`src/rtl/lsab_turn_scheduler.sv`:
```
// Round-robin owner of the single LSAB transfer port across four peripheral channels.
// Issues turn/turn_vld, counts word strobes against a per-channel burst, and releases on completion, withdrawal, disable or stall.
module lsab_turn_scheduler #(
   parameter int BURST_W = 8,
   parameter int TMO_W   = 6
) (
   input  logic                 CPU_CLK,
   input  logic                 RST,
   input  logic [3:0]           ch_en,
   input  logic [3:0]           req,
   input  logic [4*BURST_W-1:0] burst_len,
   input  logic                 word_stb,
   input  logic [3:0]           err_clr,
   output logic [1:0]           turn,
   output logic                 turn_vld,
   output logic [3:0]           grant,
   output logic [3:0]           done,
   output logic [3:0]           timeout_err,
   output logic [1:0]           state_dbg
);

   typedef enum logic [1:0] {
      IDLE   = 2'd0,
      ACTIVE = 2'd1,
      GAP    = 2'd2
   } state_t;

   state_t             state;
   logic [1:0]         rr_ptr;
   logic [BURST_W-1:0] word_cnt;
   logic [TMO_W-1:0]   tmo_cnt;

   logic [3:0]         elig;
   logic [1:0]         winner;
   logic [BURST_W-1:0] win_len;
   logic [3:0]         turn_oh;
   logic               cur_live;
   logic [3:0]         err_set;

   assign state_dbg = state;

   always_comb begin
      elig    = req & ch_en;
      winner  = rr_ptr;
      // Walk from the farthest slot back to rr_ptr so the nearest eligible channel wins.
      for (int i = 3; i >= 0; i--) begin
         if (elig[rr_ptr + 2'(i)]) winner = rr_ptr + 2'(i);
      end
      win_len  = burst_len[winner*BURST_W +: BURST_W];
      turn_oh  = 4'b0001 << turn;
      cur_live = req[turn] & ch_en[turn];
      err_set  = '0;
      if (state == ACTIVE && cur_live && !word_stb && tmo_cnt == '1) err_set = turn_oh;
   end

   always_ff @(posedge CPU_CLK) begin
      if (!RST) begin
         state       <= IDLE;
         turn        <= '0;
         turn_vld    <= 1'b0;
         grant       <= '0;
         done        <= '0;
         timeout_err <= '0;
         rr_ptr      <= '0;
         word_cnt    <= '0;
         tmo_cnt     <= '0;
      end else begin
         done        <= '0;
         // A fresh timeout beats a same-cycle clear.
         timeout_err <= err_set | (timeout_err & ~err_clr);
         case (state)
            IDLE: begin
               if (|elig) begin
                  turn     <= winner;
                  turn_vld <= 1'b1;
                  grant    <= 4'b0001 << winner;
                  word_cnt <= win_len;
                  tmo_cnt  <= '0;
                  state    <= ACTIVE;
               end
            end
            ACTIVE: begin
               if (!cur_live) begin
                  turn_vld <= 1'b0;
                  grant    <= '0;
                  state    <= GAP;
               end else if (word_stb) begin
                  tmo_cnt <= '0;
                  if (word_cnt == BURST_W'(1)) begin
                     done     <= turn_oh;
                     turn_vld <= 1'b0;
                     grant    <= '0;
                     state    <= GAP;
                  end else begin
                     // A loaded zero wraps here, giving a full 2^BURST_W word burst.
                     word_cnt <= word_cnt - 1'b1;
                  end
               end else if (tmo_cnt == '1) begin
                  turn_vld <= 1'b0;
                  grant    <= '0;
                  state    <= GAP;
               end else begin
                  tmo_cnt <= tmo_cnt + 1'b1;
               end
            end
            GAP: begin
               rr_ptr <= turn + 2'd1;
               state  <= IDLE;
            end
            default: state <= IDLE;
         endcase
      end
   end

endmodule

```
`config.mk`:
```
export PLATFORM = sky130hd
export DESIGN_NAME = lsab_turn_scheduler
export DESIGN_NICKNAME = d
export VERILOG_FILES = /design/src/rtl/lsab_turn_scheduler.sv
export SDC_FILE = /design/constraint.sdc
export NUM_CORES = 1
export LEC_CHECK = 0
export BUFFER_PORTS_ARGS = -buffer_cell sky130_fd_sc_hd__buf_2
export CAP_MARGIN = 20
export CORE_MARGIN = 2
export CORE_UTILIZATION = 35
export CTS_BUF_LIST = sky130_fd_sc_hd__clkbuf_2 sky130_fd_sc_hd__clkbuf_4 sky130_fd_sc_hd__clkbuf_8
export CTS_CLUSTER_DIAMETER = 30
export DETAILED_ROUTE_END_ITERATION = 10
export SYNTH_ARGS = -nofsm -noshare
export SYNTH_HDL_FRONTEND = slang
export SYNTH_SLANG_ARGS = --single-unit
```
`constraint.sdc`:
```
create_clock -name CPU_CLK -period 1.6 [get_ports CPU_CLK]
set_input_delay 0.32 -clock CPU_CLK [delete_from_list [all_inputs] [get_ports CPU_CLK]]
set_output_delay 0.32 -clock CPU_CLK [all_outputs]
set_load 0.01 [all_outputs]
```
==> summary by stage, run 1 <==
Place
The number of placed instances, taps included, is 430. In this run the tool buffered the top-level ports with 63 buffer cells. The pre-CTS setup slack is -0.342 ns. Once detailed placement completed, the half-perimeter wirelength came to 5000 um. Routability-driven placement finished with a final weighted congestion of 0.941.

Critical path
The worst setup path is launched from a flip-flop. The largest fanout on the critical path is 8. By startpoint and endpoint, the worst setup path is classified as reg2reg. The required time at the worst-slack endpoint is 1.82 ns. Traced cell by cell, the critical path runs through inv_4 > mux4_2 > o22ai_4 > nor2_2 > buf_4 > a211oi_2. The longest individual stage delay on the worst path is 0.64 ns. The total buffers and inverters traversed by the critical path is 2. The critical path endpoint category is a flip-flop. The slowest library cell on the worst path is mux4_2. The cell family contributing the most delay on the critical path is multiplexers. Data on the critical path arrives at its endpoint at 1.98 ns.

Timing
The final hold slack is 0.312 ns. The count of endpoints failing setup in the final report is 27. The number of endpoints with negative hold slack in the final report is 0.

Once routing completed, OpenROAD measured the worst setup slack at -0.160 ns. The relative slew slack is 0.737. Static timing analysis puts the maximum clock frequency at 568 MHz. The actual transition at the worst max-transition pin is 0.394 ns.

For the final routed database, the setup TNS stands at -2.45 ns. After layout, the minimum clock period comes to 1.76 ns. Setup repair after global routing could not meet its margin everywhere. Clock skew on the completed layout was measured at 0.00700 ns. The share of the clock period used by the worst path is 1.10.

The number of pins with negative max-slew slack in the final report is 0.

Yosys
The Yosys warning count is 0. The post-synthesis net count is 302. The per-instance average area after synthesis is 8.16 um2. The sequential area share after synthesis is 0.327. The flip-flop and latch count after synthesis is 33. The fraction of synthesis flops using an asynchronous set or reset pin is 0. The post-synthesis instance area is 2020 um2. The most used flip-flop cell after synthesis is dfxtp_1.

The number of enable flip-flop cells after synthesis is 0. The distinct cell type count after synthesis is 55. The count of mapped cells out of synthesis is 248.

Routing
For this block, the routed nets add up to 6630 um of wire. Using the TritonRoute via totals, the vias-per-cell ratio works out to 5.30. The first detailed-routing pass ran for 4 iterations. Dividing the detail-routed wire length by the instance count gives 15.0 um. The detailed-route DRC error count is 0. The count of routing violations after the opening detailed-route iteration is 172. Summing over every cut layer, the via total after detailed routing is 2339. In this run the remaining antenna-violating nets after routing total 0.

Clock tree
The later pin in the worst-skew pair is clocked with a latency of 0.29 ns. The maximum count of clock buffers along a single path is 2. The clock drives 33 sinks. The clock edge transition at the registers on the reported setup and hold paths is 0.08 ns. The total CTS buffers is 5. The tree is rooted in a clkbuf_8. The TritonCTS clock tree is yes. The H-tree was split into 2 levels.

Status
The flow ran to the end, but the final reports show violations. The checks that failed: setup timing.

GRT
The initial antenna violation count is 0. The first global-routing pass estimated 10600 um of wire. The global-route usage over all layers is 0.212. The remaining global-route overflow is 0.

The maximum number of pins on one net before global-route repair is 13. The number of global-route vias before repair is 2224.

Floorplanning
The total I/O pin count is 64. The horizontal die dimension is 80.0 um. The standard-cell row count is 27. The core region is 5540 um2. The chip height is 80.0 um. The initial utilization of the core area, before any placement, comes to 0.365.

The full die area is 6400 um2.

Power and ir drop
The leakage component of the power is 1.41 nW. VDD sags by at most 0.000696 V. Power spread over the standard cell area amounts to 911 nW/um2. The total chip power is 2.90 mW.

Min path
The path class of the tightest hold or removal check is in2reg.

Finish
In the layout the commonest cells are buf_2 (63), buf_4 (51), dfxtp_1 (30). For this run, the post-layout net count is 422. For this run, the number of standard cells in the final layout without fillers is 441.

The proportion of layout cells with a drive suffix above 1 is 0.485. The most common cell after layout, fill and taps aside is buf_2. The area growth from synthesis to layout is 57.3%. The number of antenna diodes in the final layout is 0.

Job
Across the run, the number of max-cap violations was 0.
## metrics by stage
stage,util,area (um2)
finish,0.575,3180
global route,0.575,3180
CTS,0.556,3080
detailed placement,0.516,2860
global placement,0.516,2860
floorplan,-,2060
## what timing repair did
item / CTS / global route
resized for setup: 21 / 20
pin swaps: 17 / 6
endpoints found under the hold margin: 0 / 0
hold buffers: 0 / 0
buffers inserted: 2 / 1
endpoints found under the setup margin: 27 / 29
## worst register-to-register path, cell delays in order (launching register included)
cell and delay (ns):
dfxtp_4 0.36, inv_4 0.06, mux4_2 0.64, o22ai_4 0.23, nor2_2 0.11, buf_4 0.14, a211oi_2 0.15
## synthesized netlist by cell type, types with 3 or more instances
cell type / n / area share
nand3_1: 23 / 0.057
nor2_1: 30 / 0.056
a21oi_1: 16 / 0.040
nand2_1: 17 / 0.032
and3_1: 10 / 0.031
nand4_1: 5 / 0.015
nand3b_1: 4 / 0.015
dfxtp_1: 33 / 0.33
inv_1: 5 / 0.0093
a211oi_1: 6 / 0.022
nor2b_1: 5 / 0.015
a22oi_1: 3 / 0.011
a31oi_1: 4 / 0.012
ha_1: 7 / 0.043
nor3_1: 3 / 0.0074
o21ai_0: 11 / 0.027
o21ai_1: 5 / 0.012
xor2_1: 6 / 0.026
and2_1: 11 / 0.034
clkbuf_1: 4 / 0.0074
## worst paths after layout
| kind | start | end | slack (ns) | depth (start not counted) |
|---|---|---|---|---|
| min | err_clr[1] | timeout_err[1] | 0.31 | 4 |
| min reg2reg | tmo_cnt[1] | tmo_cnt[1] | 0.49 | 2 |
| max reg2reg | turn[1] | word_cnt[6] | -0.16 | 6 |
| max | turn[1] | word_cnt[6] | -0.16 | 6 |
## cell families (layout without fill, tap and decap cells)
| family | count (synthesis) | after routing | share of synthesized area |
|---|---|---|---|
| AO/OA/AOI/OAI | 64 | 64 | 0.223 |
| XOR/XNOR | 7 | 7 | 0.0303 |
| adder cells (fa/ha/maj) | 7 | 7 | 0.0433 |
| buffers and inverters | 13 | 134 | 0.0247 |
| flip-flops | 33 | 33 | 0.327 |
| multiplexers | 6 | 6 | 0.0433 |
| AND/OR/NAND/NOR | 118 | 118 | 0.309 |
## routing by layer
layer  vias to the layer above  global-route usage  routed length [um]
met5                         -                   0                   0
li1                       1158                   -                   -
met4                         0              0.0559                  75
met1                      1102               0.273                2980
met2                        69               0.364                3200
met3                        10              0.0339                 370
## power breakdown
part | internal, mW | total [mW] | switching, mW
sequential | 0.892 | 0.958 | 0.0659
combinational | 0.554 | 1.13 | 0.577
clock | 0.466 | 0.811 | 0.345
total | 1.91 | 2.90 | 0.988
## registers in the layout, summed over array words and instances (netlist names)
signal and count:
done 4, grant 4, timeout_err 4, tmo_cnt 6, turn 2, turn_vld 1
word_cnt 8, rr_ptr 2, state_dbg 2
## cell type report
class | count | area [um2]
repair buffers | 119 | 772
well taps | 72 | 90.1
clock buffers | 5 | 68.8
fillers | 530 | 2360
inverters | 7 | 28.8
multi-input cells | 202 | 1510
flip-flops and latches | 33 | 667
clock inverters | 3 | 46.3
Power figures use the tool's default switching activity.
==> inputs of run 2 (changes only) <==
- CORE_UTILIZATION: 35 -> 48
- PLACE_DENSITY: not set -> 0.79
==> run 2 against run 1 <==
  * The flow still finishes with violations (setup timing)
  * Via count up 7.4%
  * Cell count down 4.8%
  * Flip-flop and latch count unchanged
  * Sequential share of layout area up 0.43 points
  * Non-clock buffer count unchanged
  * Largest cell class unchanged
  * Sequential power hardly changed
  * Critical path depth is the same
  * Global-route usage up 11 points
  * Hold slack gained 0.016 ns
==> summary by stage, run 2 (synthesis gave the netlist of run 1 again) <==
Status
Outcome: finished with violations (unchanged). Violated checks: setup timing (unchanged).

Finish
The area of all placed cells without fillers is 3120 um2 (was 3180 um2). The number of flip-flops in the largest register is 8 (unchanged). The most common cell after layout, fill and taps aside is buf_2 (unchanged). Most frequent cells in the layout: buf_2 (63), buf_4 (55), nor2_1 (29), dfxtp_1 (29), nand3_1 (22) (was buf_2 (63), buf_4 (51), dfxtp_1 (30)). The area overhead of the layout relative to synthesis was 54.4% (was 57.3%).

The net total in the final layout is 423 (was 422). Largest registers: word_cnt x8, tmo_cnt x6 (unchanged). The total inserted antenna cells was 0 (unchanged).

The final-layout fill cell count is 271 (was 530). The proportion of layout cells with a drive suffix above 1 came to 0.468 (was 0.485). The register with the most flip-flops is word_cnt (unchanged).

Routing
The total wirelength of the detailed-routed design is 7230 um (was 6630 um). The detailed-route DRC error count is 0 (unchanged). The average via count per standard cell is 5.98 (was 5.30). The first-pass iteration count of the detailed router is 5 (was 4). The count of routing violations after the opening detailed-route iteration was 184 (was 172). The post-detailed-route count of antenna-violating nets is 0 (unchanged). The via count is 2511 (was 2339). The detailed-route wire length per cell is 17.2 um (was 15.0 um).

Timing
The clock skew after layout is 0.0142 ns (was 0.00700 ns). The number of endpoints with negative hold slack in the final report was 0 (unchanged). The shortest period the worst path allows is 1.80 ns (was 1.76 ns). The smallest setup slack after layout is -0.197 ns (was -0.160 ns). The highest achievable clock rate is 556 MHz (was 568 MHz). The relative slew slack came to 0.719 (was 0.737). The actual transition at the worst max-transition pin is 0.418 ns (was 0.394 ns).

Setup repair after global routing missed its margin: true (unchanged). The share of the clock period used by the worst path is 1.12 (was 1.10). The count of endpoints failing setup in the final report was 25 (was 27).

The number of pins with negative max-slew slack in the final report is 0 (unchanged). The setup total negative slack is -2.29 ns (was -2.45 ns).

Power and ir drop
The power density over the cells is 957 nW/um2 (was 911 nW/um2). The proportion of power drawn by combinational gates is 0.392 (was 0.390). The part of the power in registers is 0.321 (was 0.330). The leakage component of the power was 1.42 nW (was 1.41 nW).

The switching power was 1.01 mW (was 988 uW). The worst vdd rail ir drop is 0.000726 V (was 0.000696 V). The total chip power came to 2.99 mW (was 2.90 mW). The clock network power share came to 0.287 (was 0.280). The internal power of the cells is 1.98 mW (was 1.91 mW). The switching part of the total was 0.339 (was 0.341).

Clock tree
The maximum count of clock buffers along a single path is 2 (unchanged). The total CTS buffers is 5 (unchanged). The clock edge transition at the registers on the reported setup and hold paths came to 0.07 ns (was 0.08 ns). The TritonCTS clock tree is yes (unchanged). The TritonCTS sink count is 33 (unchanged).

The clock root buffer was clkbuf_8 (unchanged). The latest clock arrival within the worst-skew pair is 0.30 ns (was 0.29 ns). The H-tree depth is 2 (unchanged).

Critical path
The arrival time of data at the critical path endpoint is 1.97 ns (was 1.98 ns). The largest fanout on the critical path was 8 (unchanged). The required time at the worst-slack endpoint was 1.78 ns (was 1.82 ns). The launching element of the worst setup path was turn[1] (unchanged). The total buffers and inverters traversed by the critical path is 1 (was 2).

The cell family contributing the most delay on the critical path is multiplexers (unchanged). The category of the critical setup timing path is reg2reg (unchanged). The critical path endpoint category is a flip-flop (unchanged). The longest individual stage delay on the worst path is 0.64 ns (about the same). Ordered cell list for the critical path: inv_4 > mux4_2 > a21o_4 > nand4bb_1 > xor2_1 > nor2_1 (was inv_4 > mux4_2 > o22ai_4 > nor2_2 > buf_4 > a211oi_2). The launching point of the worst reg2reg path is turn[1] (unchanged). The slowest library cell on the worst path is mux4_2 (unchanged). The launching element type of the critical path is a flip-flop (unchanged).

Floorplanning
The standard-cell row count was 23 (was 27). The horizontal die dimension is 68.9 um (was 80.0 um). The full die area is 4750 um2 (was 6400 um2). The area of the core region is 4030 um2 (was 5540 um2). The chip height is 68.9 um (was 80.0 um).

The initial cell density of the core is 0.502 (was 0.365). The total I/O pin count is 64 (unchanged).

Place
The placed wire-length estimate is 4980 um (was 5000 um). The post-placement cell area is 2770 um2 (was 2860 um2). The pre-CTS setup slack is -0.342 ns (about the same). The last weighted congestion value of the routability-driven placer is 0.887 (was 0.941). The number of buffers inserted by port buffering is 63 (unchanged).

GRT
The maximum number of pins on one net before global-route repair is 12 (was 13). The remaining global-route overflow is 0 (unchanged). The first-pass GRT wire length is 11400 um (was 10600 um).

The number of global-route vias before repair came to 2410 (was 2224). The initial antenna violation count came to 0 (unchanged). The global-route usage over all layers is 0.326 (was 0.212).

Min path
The classification of the worst-slack hold path is in2reg (unchanged). The startpoint of the most critical hold path is err_clr[0] (was err_clr[1]).

Job
The total of max-cap violations is 0 (unchanged).
[run 2: changes by cell type in the layout (fill, tap and decap cells not counted), sizes merged]
cell      delta
clkbuf       +2
clkinvlp     -1
clkinv       -1
o22a         +1
[run 2: power groups by stage]
stage                     clock network (mW)  registers [mW]  logic, mW
after floorplan                            0           0.987      0.520
after global placement                     0           0.961      0.947
after detailed placement                   0           0.964      0.969
after CTS                              0.846           0.949       1.09
after global routing                   0.890           0.962       1.24
final                                  0.860           0.959       1.17
[run 2: worst paths after layout]
kind	to	slack (ns)	depth (start not counted)
max	tmo_cnt[5]	-0.20	6
min	timeout_err[0]	0.33	4
max reg2reg	tmo_cnt[5]	-0.20	6
min reg2reg	grant[3]	0.49	2
[run 2: cell type report]
cell class              count  area (um2)  share of cell area
well taps                  50        62.6              0.0200
repair buffers            119         739               0.237
multi-input cells         203        1510               0.482
clock buffers               7        90.1              0.0288
clock inverters             1        30.0             0.00961
inverters                   7        28.8             0.00921
flip-flops and latches     33         668               0.214
[run 2: per-stage QoR]
stage               hold slack (ns)   util  cells
floorplan                     0.452      -    248
global placement              0.470  0.688    403
detailed placement            0.472  0.688    403
CTS                           0.327  0.762    417
global route                  0.364  0.775    420
finish                        0.328  0.775    420
[run 2: worst min-delay path, cell delays in order]
cell	delay, ns
buf_2	0.08
nor2b_1	0.03
a21oi_1	0.10
nor2_1	0.04
[run 2: metal layers]
layer	up-vias	share of wire	global-route usage
met5	-	0	0
met4	0	0.0094	0.110
met3	10	0.061	0.0455
met2	126	0.51	0.570
met1	1214	0.42	0.408
li1	1161	-	-
[run 2: what timing repair did]
| action | CTS | global route |
|---|---|---|
| pin swaps | 19 | 8 |
| resized for setup | 28 | 7 |
| endpoints found under the setup margin | 21 | 28 |
| hold buffers | 0 | 0 |
| buffers inserted | 5 | 3 |
| gates cloned | 1 | 0 |
==> inputs of run 3 (changes only) <==
- ABC_AREA: not set -> 1
- CORE_UTILIZATION: 48 -> 49
==> run 3 against run 2 <==
  * The flow still finishes with violations (setup timing)
  * Flip-flop and latch count is the same
  * Clock skew shrank 0.0074 ns
  * Hold slack lost 0.053 ns
  * Largest power group unchanged
  * Synthesized area grew 14%
  * Combinational power grew 65%
  * Count of clock-buffer cells in the layout shrank 1
  * Critical path type unchanged
  * Critical path depth grew 6
==> summary by stage, run 3 <==
Clock tree
The clock root buffer is clkbuf_8 (unchanged). The TritonCTS sink count is 33 (unchanged). The H-tree depth is 2 (unchanged). The TritonCTS clock tree is yes (unchanged). The maximum count of clock buffers along a single path is 2 (unchanged). The latest clock arrival within the worst-skew pair is 0.29 ns (was 0.30 ns). The total CTS buffers came to 5 (unchanged). The quantity of hold-fixing buffers added after cts is 0 (unchanged).

The clock edge transition at the registers on the reported setup and hold paths is 0.07 ns (about the same).

Critical path
The category of the critical setup timing path is reg2reg (unchanged). The launching point of the worst reg2reg path is rr_ptr[0] (was turn[1]). The largest fanout on the critical path was 8 (unchanged). The arrival time of data at the critical path endpoint is 2.09 ns (was 1.97 ns). The launching element type of the critical path was a flip-flop (unchanged). The required time at the worst-slack endpoint is 1.81 ns (was 1.78 ns).

The critical path endpoint category is a flip-flop (unchanged). The launching element of the worst setup path is rr_ptr[0] (was turn[1]).

Place
The pre-CTS setup slack is -0.367 ns (was -0.342 ns). The placed wire-length estimate is 4510 um (was 4980 um). The number of buffers inserted by port buffering was 63 (unchanged). The last weighted congestion value of the routability-driven placer was 0.834 (was 0.887). The cell total after placement is 490 (was 403).

Yosys
Ranking of synthesized cells by area: dfxtp_1 (29%), nand2_1 (13%), inv_1 (8.6%), nand3_1 (8.0%), a21oi_1 (5.7%) (was dfxtp_1 (33%), nand3_1 (5.7%), nor2_1 (5.6%), ha_1 (4.3%), a21oi_1 (4.0%)). The fraction of synthesis flops using an asynchronous set or reset pin came to 0 (unchanged). The distinct cell type count after synthesis was 38 (was 55).

The Yosys warning count was 0 (unchanged). The count of mapped cells out of synthesis was 341 (was 248). The proportion of netlist area held by the largest area contributor is 0.287 (was 0.327). The most used flip-flop cell after synthesis is dfxtp_1 (unchanged). Most frequent cells after synthesis: nand2_1 (78), inv_1 (53), nand3_1 (37) (was dfxtp_1 (33), nor2_1 (30), nand3_1 (23)).

The largest area contributor in the synthesized netlist is dfxtp_1 (unchanged). The number of enable flip-flop cells after synthesis is 0 (unchanged). The flip-flop and latch count after synthesis is 33 (unchanged).

The sequential area share after synthesis was 0.287 (was 0.327). The post-synthesis net count came to 395 (was 302). The per-instance average area after synthesis is 6.75 um2 (was 8.16 um2).

The most common cell in the synthesized netlist is nand2_1 (was dfxtp_1). The post-synthesis instance area is 2300 um2 (was 2020 um2).

Floorplanning
The chip height was 72.5 um (was 68.9 um). The total I/O pin count is 64 (unchanged). The initial cell density of the core is 0.518 (was 0.502).

The area of the core region is 4440 um2 (was 4030 um2). The horizontal die dimension is 72.5 um (was 68.9 um). The full die area is 5260 um2 (was 4750 um2).

The standard-cell row count is 24 (was 23).

Timing
The shortest period the worst path allows was 1.88 ns (was 1.80 ns). The number of endpoints with negative hold slack in the final report is 0 (unchanged). The smallest setup slack after layout is -0.280 ns (was -0.197 ns).

The final hold slack is 0.275 ns (was 0.328 ns). The clock skew after layout is 0.00676 ns (was 0.0142 ns). The relative slew slack was 0.789 (was 0.719).

The number of pins with negative max-slew slack in the final report is 0 (unchanged). The count of endpoints failing setup in the final report came to 16 (was 25). The highest achievable clock rate is 532 MHz (was 556 MHz). Setup repair after global routing missed its margin: true (unchanged).

The share of the clock period used by the worst path is 1.18 (was 1.12). The actual transition at the worst max-transition pin came to 0.315 ns (was 0.418 ns).

Power and ir drop
The internal power of the cells is 2.09 mW (was 1.98 mW). The switching part of the total is 0.420 (was 0.339). The switching power is 1.51 mW (was 1.01 mW). The power density over the cells is 1040 nW/um2 (was 957 nW/um2). The clock network power share is 0.177 (was 0.287).

The leakage component of the power is 1.79 nW (was 1.42 nW). The proportion of power drawn by combinational gates is 0.537 (was 0.392). The worst vdd rail ir drop is 0.000715 V (was 0.000726 V).

The part of the power in registers is 0.286 (was 0.321).

Routing
The count of routing violations after the opening detailed-route iteration was 167 (was 184). The via count is 2771 (was 2511). The detailed-route DRC error count was 0 (unchanged). The post-detailed-route count of antenna-violating nets is 0 (unchanged). The detailed-route wire length per cell is 13.7 um (was 17.2 um).

The first-pass iteration count of the detailed router is 4 (was 5). The average via count per standard cell is 5.36 (was 5.98). The total wirelength of the detailed-routed design is 7100 um (was 7230 um).

Finish
The area overhead of the layout relative to synthesis is 51.0% (was 54.4%). The most common cell after layout, fill and taps aside is nand2_1 (was buf_2). The proportion of layout cells with a drive suffix above 1 is 0.477 (was 0.468).

Largest registers: word_cnt x8, tmo_cnt x6 (unchanged). The net total in the final layout is 518 (was 423). The number of flip-flops in the largest register was 8 (unchanged). The final-layout fill cell count is 318 (was 271). The register with the most flip-flops is word_cnt (unchanged). Most frequent cells in the layout: nand2_1 (73), buf_2 (63), buf_4 (51) (was buf_2 (63), buf_4 (55), nor2_1 (29), dfxtp_1 (29), nand3_1 (22)). The post-route non-filler standard cell count is 517 (was 420). The total inserted antenna cells came to 0 (unchanged).

GRT
The first-pass GRT wire length is 11200 um (was 11400 um). The initial antenna violation count came to 0 (unchanged). The global-route usage over all layers is 0.267 (was 0.326).

The number of global-route vias before repair is 2630 (was 2410). The remaining global-route overflow came to 0 (unchanged). The maximum number of pins on one net before global-route repair was 17 (was 12).

Min path
The startpoint of the most critical hold path is err_clr[3] (was err_clr[0]). The classification of the worst-slack hold path is in2reg (unchanged).

Status
Violated checks: setup timing (unchanged). Outcome: finished with violations (unchanged).

Job
The total of max-cap violations is 0 (unchanged).
run 3: changes by cell type in the layout (fill, tap and decap cells not counted), sizes merged, moves of 8 or more:
cell   change
and2      -10
nand2     +75
a21oi     +13
inv       +49
and3       -8
nand3     +24
nor2       -8
run 3: cell type report:
class	instances	area (um2)	share of cell area
Multi-Input combinational cell	247	1620	0.466
Timing Repair Buffer	122	806	0.232
Sequential cell	33	673	0.194
Inverter	55	224	0.0645
Clock buffer	6	76.3	0.0220
Tap cell	52	65.1	0.0187
Clock inverter	2	10.0	0.00288
run 3: logic make-up (layout without fill, tap and decap cells):
family                   after synthesis  after routing  synth area share
AO/OA/AOI/OAI                         52             52             0.135
adder cells (fa/ha/maj)                7              7            0.0381
XOR/XNOR                               4              4            0.0152
AND/OR/NAND/NOR                      182            184             0.400
buffers and inverters                 63            185             0.125
flip-flops                            33             33             0.287
run 3: power by group through the flow:
stage | sequential (mW) | clock [mW] | combinational [mW]
detailed placement | 1.03 | 0 | 1.56
global placement | 1.02 | 0 | 1.51
floorplan | 1.02 | 0 | 1.06
CTS | 1.01 | 0.639 | 1.77
global route | 1.04 | 0.686 | 2.12
finish | 1.03 | 0.638 | 1.93
run 3: per-stage QoR:
step / util / instance area [um2] / TNS, ns / total power [mW]
CTS: 0.751 / 3340 / -2.46 / 3.43
global placement: 0.667 / 2960 / -3.75 / 2.54
floorplan: - / 2320 / -1.21 / 2.08
finish: 0.782 / 3470 / -2.33 / 3.60
detailed placement: 0.667 / 2960 / -5.57 / 2.58
global route: 0.782 / 3470 / -4.41 / 3.84
run 3: metal layers:
metal  global-route usage  vias to the layer above  share of wire
li1                     -                     1348              -
met1                0.317                     1298           0.42
met2                0.472                      106           0.51
met3               0.0639                       19          0.051
met4               0.0864                        0          0.016
met5                    0                        -              0
run 3: repair_timing:
item,4_1_cts,5_1_grt
endpoints found under the setup margin,24,29
cloned,2,0
pin swaps,29,21
gates resized for setup,42,36
setup buffers,15,4
run 3: final timing paths:
path / to / cells past startpoint / slack, ns
max reg2reg: word_cnt[6] / 12 / -0.28
min reg2reg: timeout_err[2] / 2 / 0.46
max: word_cnt[6] / 12 / -0.28
min: timeout_err[3] / 4 / 0.27
run 3: worst max-delay path, stage by stage, from the launching register on:
cell,delay [ns]
dfxtp_4,0.37
buf_6,0.13
xnor2_2,0.17
nand2_1,0.10
and2_4,0.16
nand2_4,0.08
nand3_4,0.13
buf_12,0.18
nand3_1,0.08
nand3_1,0.08
nand2_1,0.09
o21bai_1,0.09
a21oi_1,0.15
